**config.mk**
```make
export PLATFORM = sky130hd
export DESIGN_NAME = multi_sig_change
export DESIGN_NICKNAME = d
export VERILOG_FILES = /design/src/rtl/multi_sig_change.sv
export SDC_FILE = /design/constraint.sdc
export NUM_CORES = 1
export LEC_CHECK = 0
export CAP_MARGIN = 15
export CORE_ASPECT_RATIO = 1.2
export CORE_MARGIN = 3
export CORE_UTILIZATION = 56
export CTS_BUF_LIST = sky130_fd_sc_hd__clkbuf_8
export CTS_CLUSTER_SIZE = 40
export DETAILED_ROUTE_END_ITERATION = 12
export PLACE_DENSITY = 0.88
export SLEW_MARGIN = 15
export SYNTH_ARGS = -nofsm -noshare
export SYNTH_HDL_FRONTEND = slang
export SYNTH_SLANG_ARGS = --single-unit
```
**constraint.sdc**
```tcl
create_clock -name clk -period 11.1 [get_ports clk]
set_input_delay 3.33 -clock clk [delete_from_list [all_inputs] [get_ports clk]]
set_output_delay 3.33 -clock clk [all_outputs]
set_load 0.01 [all_outputs]
```
**src/rtl/multi_sig_change.sv**
```systemverilog
// rtl/multi_sig_change.sv - per-channel synchronised rise/fall/toggle detector with sticky flags and saturating event count
// Optional glitch filter compiled in with macro SIG_CHANGE_FILTER_EN.
module multi_sig_change #(
  parameter int WIDTH       = 8,
  parameter int SYNC_STAGES = 2,
  parameter int CNT_W       = 8,
  parameter int FILT_CYCLES = 3
) (
  input  logic             clk,
  input  logic             reset,
  input  logic [WIDTH-1:0] d,
  input  logic [WIDTH-1:0] mask,
  input  logic             clr,
  output logic [WIDTH-1:0] rise,
  output logic [WIDTH-1:0] fall,
  output logic [WIDTH-1:0] toggle,
  output logic [WIDTH-1:0] rise_sticky,
  output logic [WIDTH-1:0] fall_sticky,
  output logic             any_event,
  output logic [CNT_W-1:0] evt_cnt
);
  localparam int PW  = $clog2(SYNC_STAGES + 1);
  localparam int PCW = $clog2(WIDTH + 1);
  localparam int SW  = CNT_W + PCW;
  localparam logic [CNT_W-1:0] CNT_MAX = '1;

  if (SYNC_STAGES < 2) begin : g_chk_sync
    $error("SYNC_STAGES must be at least 2");
  end
  if (FILT_CYCLES < 1) begin : g_chk_filt
    $error("FILT_CYCLES must be at least 1");
  end

  logic [WIDTH-1:0] r_sync [SYNC_STAGES];
  logic [WIDTH-1:0] r_q;
  logic [PW-1:0]    r_prime_cnt;
  logic             w_primed;
  logic [WIDTH-1:0] w_s;
  logic [WIDTH-1:0] w_s_next;
  logic [WIDTH-1:0] w_accept;
  logic [WIDTH-1:0] w_evt;
  logic [PCW-1:0]   w_pop;
  logic [SW-1:0]    w_sum;
  logic [CNT_W-1:0] w_cnt_base;
  logic [CNT_W-1:0] w_cnt_next;

  assign w_s      = r_sync[SYNC_STAGES-1];
  assign w_s_next = r_sync[SYNC_STAGES-2];
  assign w_primed = (r_prime_cnt == PW'(SYNC_STAGES));

  always_ff @(posedge clk or negedge reset) begin
    if (!reset) begin
      for (int i = 0; i < SYNC_STAGES; i++) r_sync[i] <= '0;
    end else begin
      r_sync[0] <= d;
      for (int i = 1; i < SYNC_STAGES; i++) r_sync[i] <= r_sync[i-1];
    end
  end

`ifdef SIG_CHANGE_FILTER_EN
  localparam int FW = $clog2(FILT_CYCLES + 1);
  logic [FW-1:0] r_filt      [WIDTH];
  logic [FW-1:0] w_filt_next [WIDTH];

  // A level is accepted on the FILT_CYCLES-th consecutive mismatching edge.
  always_comb begin
    w_accept = '0;
    for (int i = 0; i < WIDTH; i++) begin
      w_filt_next[i] = '0;
      if (w_primed && (w_s[i] != r_q[i])) begin
        if (r_filt[i] == FW'(FILT_CYCLES - 1)) w_accept[i] = 1'b1;
        else                                   w_filt_next[i] = r_filt[i] + FW'(1);
      end
    end
  end

  always_ff @(posedge clk or negedge reset) begin
    if (!reset) begin
      for (int i = 0; i < WIDTH; i++) r_filt[i] <= '0;
    end else begin
      for (int i = 0; i < WIDTH; i++) r_filt[i] <= w_filt_next[i];
    end
  end
`else
  assign w_accept = w_s ^ r_q;
`endif

  assign w_evt = w_primed ? (w_accept & ~mask) : '0;

  always_comb begin
    w_pop = '0;
    for (int i = 0; i < WIDTH; i++) w_pop = w_pop + PCW'(w_evt[i]);
    w_cnt_base = clr ? '0 : evt_cnt;
    w_sum      = SW'(w_cnt_base) + SW'(w_pop);
    w_cnt_next = (w_sum > SW'(CNT_MAX)) ? CNT_MAX : w_sum[CNT_W-1:0];
  end

  // While priming, q preloads the level s is about to take so reset zeros never look like events.
  always_ff @(posedge clk or negedge reset) begin
    if (!reset) begin
      r_q         <= '0;
      r_prime_cnt <= '0;
      rise        <= '0;
      fall        <= '0;
      toggle      <= '0;
      any_event   <= 1'b0;
      rise_sticky <= '0;
      fall_sticky <= '0;
      evt_cnt     <= '0;
    end else begin
      if (!w_primed) begin
        r_q         <= w_s_next;
        r_prime_cnt <= r_prime_cnt + PW'(1);
      end else begin
        r_q <= r_q ^ w_accept;
      end
      rise        <= w_evt & w_s;
      fall        <= w_evt & ~w_s;
      toggle      <= w_evt;
      any_event   <= |w_evt;
      rise_sticky <= (clr ? '0 : rise_sticky) | (w_evt & w_s);
      fall_sticky <= (clr ? '0 : fall_sticky) | (w_evt & ~w_s);
      evt_cnt     <= w_cnt_next;
    end
  end
endmodule

```
Word-level counts from Yosys, hierarchy flattened. Cells that the tools add are included. Widths: inputs -> output; s select.

Register bits after elaboration: 75.

Bitwise logic cells: 9. Reductions and logical operators: 1. $lt $le $gt $ge: 1. Equal/unequal tests: 1. Muxes and demuxes: 6. Add/sub/neg operators: 9.

Operators by type and width (count): $mux 8 (6); $and 8x8->8 (3); $add 4x1->4 (4); $not 8->8 (2); $or 8x8->8 (2); $xor 8x8->8 (2); $add 8x4->9 (1); $gt 9x8->1 const B (1); $reduce_or 8->1 (1); $add 3x1->4 (1); $add 2x1->3 (1); $add 1x1->2 (1); $add 2x1->2 const B (1); $eq 2x2->1 const B (1).

Logic depth before layout (Yosys ltp). Gate-level depths: netlist (run 1).

Depth in word-level cells: 13. Mapped depth: 16. Gate-level depth less buffers: 15.

Worst setup path after synthesis (run 1). Ideal clock, no wire load.

Path kind: input to register. Start point: input port mask[1]. End point: register evt_cnt[6]. Buffers on the path: 0. Setup time: 121 ps. Arrival: 6557 ps. Path slack: 4422 ps. Stages on the path: 11. Data required time: 10979 ps. Cell sequence: nand2b_1 -> a21o_1 -> fa_1 -> fa_1 -> fa_1 -> fa_1 -> fa_1 -> and2b_1 -> o21a_1 -> and4bb_1 -> nor3_1.

Longest elaborated chain between the ends: 13.

RTL lines: start, declared (line 12) `input logic [WIDTH-1:0] mask,`; $not 8->8 * (line 88) `assign w_evt = w_primed ? (w_accept & ~mask) : '0;`; $and 8x8->8 * (line 88); $mux 8 * (line 88); $add 1x1->2 * (line 92) `for (int i = 0; i < WIDTH; i++) w_pop = w_pop + PCW'(w_evt[i]);`; $add 2x1->3 * (line 92); $add 3x1->4 * (line 92); $add 4x1->4 * (4 in series) (line 92); $add 8x4->9 * (line 94) `w_sum = SW'(w_cnt_base) + SW'(w_pop);`; $gt 9x8->1 (line 95) `w_cnt_next = (w_sum > SW'(CNT_MAX)) ? CNT_MAX : w_sum[CNT_W-1:0];`; $mux 8 * (line 95); via w_cnt_next[6] (line 45) `logic [CNT_W-1:0] w_cnt_next;`; end signal, assigned (line 123) `evt_cnt <= w_cnt_next;`; end, declared (line 20) `output logic [CNT_W-1:0] evt_cnt`.

Mark *: on every way through the listed nets, which the timed path passes. The rest lies on a longest branch. A chain may end at the register's enable or synchronous reset.

Worst setup path in the final report (run 1).
Start point: input port mask[0]. End point: register evt_cnt[6].

Longest elaborated chain between the ends: 13.

RTL lines: $not 8->8 * (line 88); $and 8x8->8 * (line 88); $mux 8 * (line 88); via w_evt[0] (line 41) `logic [WIDTH-1:0] w_evt;`; $add 1x1->2 * (line 92); $add 2x1->3 * (line 92); $add 3x1->4 * (line 92); $add 4x1->4 * (4 in series) (line 92); $add 8x4->9 * (line 94); $gt 9x8->1 (line 95); $mux 8 * (line 95); via w_cnt_next[6] (line 45).

Marked as above.

==> metrics.txt, run 1 <==
CP Data Arrival Time=7.19 ns; DRT iter0 DRCs=about 140; initial core utilization=between 50% and 60%; Clk pwr share=29.4%; Post-Place Cells=343; leading cell type in the layout, fill and taps excluded=dfrtp_1; port bufs=67; status=finished clean; Die Span Y=around 86 µm; total CTS buffers=9; Pleak=0.00198 µW; Slew headroom=40.0%; Psw=167 µW; hpwl dp=around 3900 µm; HP Class=flop to flop; grt ovf=0; Tightest Pin Transition=0.900 ns; R2R Path Start=r_prime_cnt[0]; Mean Syn Cell Area=13.7 µm²; Critical Path RT=roughly 11 ns; commonest cells after routing, fill and taps aside=75 x dfrtp_1, 66 x clkdlybuf4s50_1, 17 x a21o_1; Seq cells post-synth=75; Comb power frac=20.1%; first-pass GRT wire length=9540 µm; clk slew on worst S/H paths=0.08 ns; routability cong.=0.834; setup_tns=0 ns; CP endpoint kind=flop; ant diodes=0; MaxCap Viol Count=0; Startpoint Class=primary input; final worst setup slack=between 4 and 5 ns; Num Clock Sinks=75; Worst IR Drop VDD=0.103 mV; gr usage total=between 20% and 30%; final WL=5660 µm; htree depth=3; io pins=just under 70; Setup Skew=0.0100 ns; TritonRoute pass-1 iters=4; routed via count=1,877; Synth Warn #=0; Post-synth ARST share=100%; Final Hold Fails=0; Int Pwr=439 µW; number of global-route vias before repair=2,005; Seq/Total Area, Yosys=62.9%; Seq pwr share=50.5%; CP Max Fanout=3; crit path from=mask[0]; # hold bufs at CTS=0; postcts setup bufs=0; # nets final=326; Final ANT Viol Nets=0; largest net degree at the start of global routing=76; Tcrit/Tclk final=62.8%; Hold Path Origin=w_s_next[4]; DRC Markers=0; Root Buffer=clkbuf_8; Routed WL per cell=15.8 µm; Max Fclk=144 MHz; max-slew violation count=0; P per Cell Area=between 150 and 200 nW/µm²; CTS tree=built; Syn Nets=250; Clock Tree Buf Depth=2; setup violators final=0; Post-CTS Resized=0; fraction of layout cells with a size suffix above 1=14.7%; Tmin final=between 6 and 7 ns; critical path type=primary input to flop; Die Wd=72.6 µm; Post-synth EDFFs=0; Netlist cell types=39; Cells after Synth=218; pre-CTS WS=3.82 ns; switch share=27.6%; initial antenna violation count=0; Clk Latency, worst-skew pair=0.35 ns; Placement Rows=28; Primary FF master, synth=dfrtp_1; Area growth, synth to finish=30.2%; via/cell ratio=5.23; unrepaired setup endpoints after global routing=no; die area=approximately 6200 µm²; Finished Layout Cells=359; Post-Syn Area=2980 µm²; core area=about 5000 µm²
## cell usage after synthesis, types with 5 or more instances
cell	number	area (µm²)
dfrtp_1	75	1880
a21o_1	17	128
inv_1	14	52.6
nor2_1	11	41.3
nand2_1	10	37.5
ha_1	8	100
nand2b_1	8	50.1
mux2_2	7	78.8
xor2_1	6	52.6
and3b_1	5	43.8
fa_1	5	100
nor2b_4	5	68.8
## power groups by stage
| stage | sequential, µW | clock [µW] | combinational [µW] |
|---|---|---|---|
| floorplan | 317 | 0 | 55.8 |
| global placement | 310 | 0 | 120 |
| detailed placement | 311 | 0 | 123 |
| CTS | 306 | 182 | 125 |
| global route | 309 | 193 | 137 |
| finish | 306 | 178 | 122 |
## critical path, stage by stage
cell,delay (ns)
clkdlybuf4s50_1,0.39
nand2b_1,0.18
a21oi_1,0.21
inv_1,0.11
fa_1,0.47
fa_1,0.53
fa_1,0.43
fa_1,0.43
fa_1,0.39
and2b_1,0.27
o21a_1,0.19
and4bb_1,0.20
nor3_1,0.05
## routing by layer
metal | track usage, % | part of all wire, % | wire [µm] | up-vias
met5 | 0 | 0 | 0 | -
met4 | 10.7 | 2.6 | 149 | 0
met3 | 3.52 | 4.6 | 262 | 12
met2 | 35.4 | 55 | 3090 | 61
met1 | 24.1 | 38 | 2160 | 930
li1 | - | - | - | 874
## sequential cells by signal, indices dropped and copies added (netlist names)
signal and cells:
rise_sticky 8, evt_cnt 8, any_event 1, fall 8, toggle 8, rise 8
r_prime_cnt 2, w_s_next 8, w_s 8, r_q 8, fall_sticky 8
## final timing paths
kind                              end  slack [ns]  cells past startpoint
min reg2reg                    w_s[4]        0.37                      0
min                            w_s[4]        0.37                      0
max in group asynchronous     fall[2]        7.41                      1
max reg2reg                evt_cnt[6]        6.64                     15
max                        evt_cnt[6]        4.13                     13
min in group asynchronous     rise[5]        3.11                      1
## per-stage QoR
stage	total power (µW)	hold WS [ns]	cell area (µm²)	utilization (%)
after floorplan	373	0.350	2980	-
after global placement	430	0.351	3710	73.6
after detailed placement	435	0.357	3710	73.6
after CTS	613	0.376	3880	77.0
after global routing	639	0.380	3880	77.0
final	606	0.375	3880	77.0
## kinds of logic (layout without fill, tap and decap cells)
group	after synthesis	after routing	share of synthesized area (%)
adders and majority gates	13	13	6.71
xor gates and xnor gates	8	8	2.35
muxes	9	9	3.31
and+or+nand+nor	63	63	14.3
AOI/OAI and AO/OA	31	31	7.68
buffers and inverters	19	100	2.68
DFF	75	75	62.9
## area by class of cell
class	instances	area, µm²
Clock buffer	9	124
Sequential cell	75	1880
Clock inverter	7	46.3
Tap cell	60	75.1
Timing Repair Buffer	68	676
Multi-Input combinational cell	124	1030
Fill cell	333	1160
Inverter	16	60.1
No activity file was read; power rests on OpenSTA's default activity.
==> run 2: changes to the inputs <==
Settings changed: CORE_UTILIZATION 56 to 52, PLACE_DENSITY 0.88 to 0.82.
Clock period 11.1 ns to 6.88 ns, I/O delays scaled along.
==> run 2 against run 1 <==
  * Clock skew fell by 0.00088 ns
  * Largest cell class unchanged
  * Utilization fell by 3.8 points
  * Die area up 7.1%
  * Global-route usage shrank 1.9 points
  * Final area grew 1.9%
  * Register-to-register slack got worse by 4.6 ns
  * Worst setup slack got worse by 3.0 ns
  * Sequential share of layout area decreased by 0.90 points
  * Count of clock-buffer cells in the layout up 1
  * Critical path depth down 1
  * Total power up 82%
  * Clock power grew 130%
==> metrics.txt, run 2 (synthesis results as in run 1) <==
HP Class=flop to flop; critical path's top delay family=adder cells; Placement Rows=29 (+3.6%); Clock Tree Buf Depth=2 (unchanged); reg2reg path depth=14 (-1); CP endpoint kind=flop; via/cell ratio=5.13 (-1.8%); DRT iter0 DRCs=83 (-39%); core area=5410 µm² (+7.2%); Root Buffer=clkbuf_8; TritonRoute pass-1 iters=4 (unchanged); Post-CTS Resized=0 (unchanged); status=finished clean; total CTS buffers=9 (unchanged); Critical Path Max Stage Delay=0.54 ns (about the same); Critical Path Stages=12 (-1); Num Clock Sinks=75 (unchanged); WHS Path Cells=0 (unchanged); Critical Path RT=7.10 ns (-4.22 ns); number of global-route vias before repair=1,893 (-5.6%); Slew headroom=40.9% (+0.82 points); fraction of layout cells with a size suffix above 1=14.8% (+0.049 points); Die Wd=75.1 µm (+3.5%); Tmin final=around 5.7 ns; initial core utilization=55.2% (-4.0 points); Routed WL per cell=15.0 µm (-4.7%); hpwl dp=3840 µm (-2.1%); io pins=68 (unchanged); Max Fclk=174 MHz; commonest cells after routing, fill and taps aside=75 x dfrtp_1, 66 x clkdlybuf4s50_1, 17 x a21o_1; Final ANT Viol Nets=0 (unchanged); Startpoint Class=primary input; htree depth=3 (unchanged); MaxCap Viol Count=0 (unchanged); first-pass GRT wire length=8910 µm (-6.5%); setup violators final=0 (unchanged); postcts setup bufs=0 (unchanged); critical path type=primary input to flop; Tightest Pin Transition=0.887 ns (-0.0124 ns); leading cell type in the layout, fill and taps excluded=dfrtp_1; Worst IR Drop VDD=0.180 mV (+75%); footprint of the multi-input gates=1030 µm² (unchanged); Slowest cell on crit path=fa_1; CP Data Arrival Time=5.97 ns (-1.22 ns); Pleak=0.00201 µW (+1.6%); Setup Skew=0.00913 ns (-0.000885 ns); CP cell instances=clkdlybuf4s50_1 > nand2b_1 > a21o_1 > fa_1 > fa_1 > fa_1 > fa_1 > fa_1 > and2b_1 > o21a_1 > and4bb_1 > nor3_1; max-slew violation count=0 (unchanged); unrepaired setup endpoints after global routing=no; die area=6680 µm² (+7.1%); gr usage total=18.6% (-1.9 points); Tcrit/Tclk final=83.5%; grt ovf=0 (unchanged); ant diodes=0 (unchanged); CTS tree=built; worst reg2reg setup slack=2.09 ns (-4.55 ns); CP Max Fanout=3 (unchanged); routed via count=1,848 (-1.5%); Final Hold Fails=0 (unchanged); clk slew on worst S/H paths=0.07 ns (about the same); Die Span Y=89.0 µm (+3.5%); final WL=5410 µm (-4.4%); P per Cell Area=279 nW/µm² (+79%); setup_tns=0 ns (unchanged); cell repeated most along the worst path=fa_1; hold slack=0.377 ns (+0.00203 ns); Clk Latency, worst-skew pair=0.35 ns (about the same); Buf+Inv Stages, Crit Path=1 (-1); port bufs=67 (unchanged); FF/Latch Area=1880 µm² (unchanged); fillers=351 (+5.4%); # hold bufs at CTS=0 (unchanged); initial antenna violation count=0 (unchanged); Area growth, synth to finish=32.7%; DRC Markers=0 (unchanged); # nets final=325 (-0.31%); routability cong.=0.766 (-8.1%); largest net degree at the start of global routing=76 (unchanged)
run 2: cell count changes in the layout (fill, tap and decap cells not counted), sizes merged:
| cell | previous run | this run |
|---|---|---|
| clkinvlp | 2 | 1 |
| clkbuf | 9 | 10 |
| clkinv | 4 | 1 |
| buf | 2 | 1 |
| bufinv | 0 | 3 |
run 2: path summary, 6_finish.rpt:
check                          startpoint         end
max                               mask[1]  evt_cnt[6]
min                           w_s_next[3]      w_s[3]
max reg2reg                r_prime_cnt[0]  evt_cnt[6]
min reg2reg                   w_s_next[3]      w_s[3]
max in group asynchronous           reset      r_q[6]
min in group asynchronous           reset     fall[5]
run 2: per-stage QoR:
stage	power, µW	util [%]	std cells	worst slack, ns	instance area, µm²
after floorplan	602	-	218	1.47	2980
after global placement	695	68.6	344	0.868	3710
after detailed placement	704	68.6	344	0.806	3710
after CTS	1120	73.2	360	1.15	3960
after global routing	1160	73.2	360	0.968	3960
final	1100	73.2	360	1.13	3960
run 2: routing by layer:
layer	track usage [%]	wire, µm	up-vias
met5	0	0	-
met2	31.8	3030	44
met4	10.5	121	0
li1	-	-	877
met1	21.1	2100	917
met3	4.39	166	10
run 2: final cells by class:
type,count,area share [%]
Clock buffer,10,3.48
Clock inverter,6,2.81
Inverter,16,1.52
Multi-Input combinational cell,124,25.9
Sequential cell,75,47.4
Tap cell,62,1.96
Timing Repair Buffer,67,16.9
run 2: where the power goes:
part	internal (µW)	switching, µW	total, µW
logic	105	96.2	202
clock network	251	159	410
registers	475	18.0	493
total	832	273	1100
run 2: worst register-to-register path, cell delays in order, from the launching register on:
cell	delay (ns)
dfrtp_1	0.39
inv_1	0.06
ha_1	0.67
nand2b_1	0.21
a21oi_1	0.21
inv_1	0.10
fa_1	0.48
fa_1	0.54
fa_1	0.45
fa_1	0.43
fa_1	0.39
and2b_1	0.28
o21a_1	0.20
and4bb_1	0.20
nor3_1	0.05
==> run 3: changes to the inputs <==
Clock period 6.88 ns to 5.5 ns, I/O delays scaled along.
==> run 3 against run 2 <==
  * Non-clock buffer count increased by 7
  * Global-route usage decreased by 0.27 points
  * Sequential share of layout area decreased by 0.31 points
  * Total power increased by 21%
  * Clock skew about the same
  * First-iteration DRC count decreased by 49%
==> metrics.txt, run 3 (synthesis results as in run 1) <==
routed via count=1,853 (+0.27%); grt ovf=0 (unchanged); DRT iter0 DRCs=42 (-49%); largest net degree at the start of global routing=76 (unchanged); # nets final=332 (+2.2%); die area=6680 µm² (unchanged); port bufs=67 (unchanged); Tmin final=5.23 ns; MaxCap Viol Count=0 (unchanged); commonest cells after routing, fill and taps aside=75 x dfrtp_1, 66 x clkdlybuf4s50_1, 17 x a21o_1; CP endpoint kind=flop; Routed WL per cell=14.5 µm (-3.7%); Buf+Inv Stages, Crit Path=2 (+1); Finished Layout Cells=367 (+1.9%); Post-CTS Resized=0 (unchanged); Setup Skew=0.00905 ns (-0.0000718 ns); final WL=5310 µm (-1.8%); routability cong.=0.782 (+2.1%); # hold bufs at CTS=0 (unchanged); Worst IR Drop VDD=0.180 mV (-0.24%); clk slew on worst S/H paths=0.08 ns (about the same); fraction of layout cells with a size suffix above 1=16.7% (+2.0 points); postcts setup bufs=0 (unchanged); P per Cell Area=334 nW/µm² (+20%); CP Data Arrival Time=5.45 ns (-0.52 ns); Die Span Y=89.0 µm (unchanged); setup violators final=0 (unchanged); Placement Rows=29 (unchanged); Clk Latency, worst-skew pair=0.34 ns (about the same); initial core utilization=55.2% (unchanged); unrepaired setup endpoints after global routing=no; leading cell type in the layout, fill and taps excluded=dfrtp_1; setup_tns=0 ns (unchanged); CP Max Fanout=3 (unchanged); number of global-route vias before repair=1,940 (+2.5%); Die Wd=75.1 µm (unchanged); Final ANT Viol Nets=0 (unchanged); status=finished clean; Critical Path Max Stage Delay=0.54 ns (about the same); Num Clock Sinks=75 (unchanged); CTS tree=built; Area growth, synth to finish=33.6%; first-pass GRT wire length=8910 µm (unchanged); cell area after placement=3760 µm² (+1.4%); ant diodes=0 (unchanged); total CTS buffers=9 (unchanged); Root Buffer=clkbuf_8; Post-Place Cells=351 (+2.0%); Startpoint Class=primary input; gr usage total=18.3% (-0.27 points); Slowest cell on crit path=fa_1; critical path type=primary input to flop; core area=5410 µm² (unchanged); initial antenna violation count=0 (unchanged); Max Fclk=191 MHz; Pleak=0.00203 µW (+0.94%); hpwl dp=3850 µm (+0.26%); HP Class=flop to flop; max-slew violation count=0 (unchanged); Tcrit/Tclk final=95.1%; fin area=3980 µm² (+0.66%); Final Hold Fails=0 (unchanged); CP cell instances=clkdlybuf4s50_1 > nand2b_1 > a21oi_1 > inv_1 > fa_1 > fa_1 > fa_1 > fa_1 > fa_1 > and2b_1 > o21a_1 > and4bb_1 > nor3_1; Clock Tree Buf Depth=2 (unchanged); critical path's top delay family=adder cells; fillers=365 (+4.0%); Slew headroom=42.1% (+1.3 points); via/cell ratio=5.05 (-1.6%); DRC Markers=0 (unchanged); htree depth=3 (unchanged); Critical Path RT=5.71 ns (-1.39 ns); Tightest Pin Transition=0.868 ns (-0.0190 ns); cell repeated most along the worst path=fa_1; TritonRoute pass-1 iters=4 (unchanged); io pins=68 (unchanged)
## run 3: path summary, 6_finish.rpt
kind | depth (start not counted) | startpoint | slack (ns) | to
worst max-delay path | 13 | mask[0] | 0.27 | evt_cnt[6]
worst min-delay path | 0 | w_s_next[1] | 0.38 | w_s[1]
worst max register to register | 14 | r_prime_cnt[0] | 1.11 | evt_cnt[6]
worst min register to register | 0 | w_s_next[1] | 0.38 | w_s[1]
max in group asynchronous | 1 | reset | 3.52 | evt_cnt[7]
min in group asynchronous | 1 | reset | 1.43 | fall_sticky[0]
## run 3: per-layer routing
layer | GRT usage (%) | part of all wire, % | up-vias
met5 | 0 | 0 | -
met2 | 31.9 | 55 | 43
met1 | 20.7 | 39 | 911
met4 | 10.3 | 2.7 | 0
li1 | - | - | 888
met3 | 3.60 | 3.1 | 11
## run 3: through the flow
stage | hold WS, ns | worst slack [ns] | util [%] | power [µW]
after floorplan | 0.350 | 0.502 | - | 753
after global placement | 0.351 | -0.0804 | 69.6 | 877
after detailed placement | 0.360 | -0.125 | 69.6 | 885
after CTS | 0.378 | 0.245 | 73.7 | 1350
after global routing | 0.388 | 0.0633 | 73.7 | 1400
final | 0.377 | 0.267 | 73.7 | 1330
## run 3: layout make-up
type / count / area [µm²] / area share (%)
sequential: 75 / 1880 / 47.1
multi-input combinational: 124 / 1030 / 25.8
tap: 62 / 77.6 / 1.95
clock inverter: 7 / 98.8 / 2.48
clock buffer: 9 / 124 / 3.11
inverter: 16 / 60.1 / 1.51
timing repair buffer: 74 / 721 / 18.1
## run 3: power breakdown
part | internal, µW | switching, µW | total [µW]
Combinational | 136 | 119 | 255
Clock | 258 | 203 | 461
Sequential | 594 | 20.9 | 615
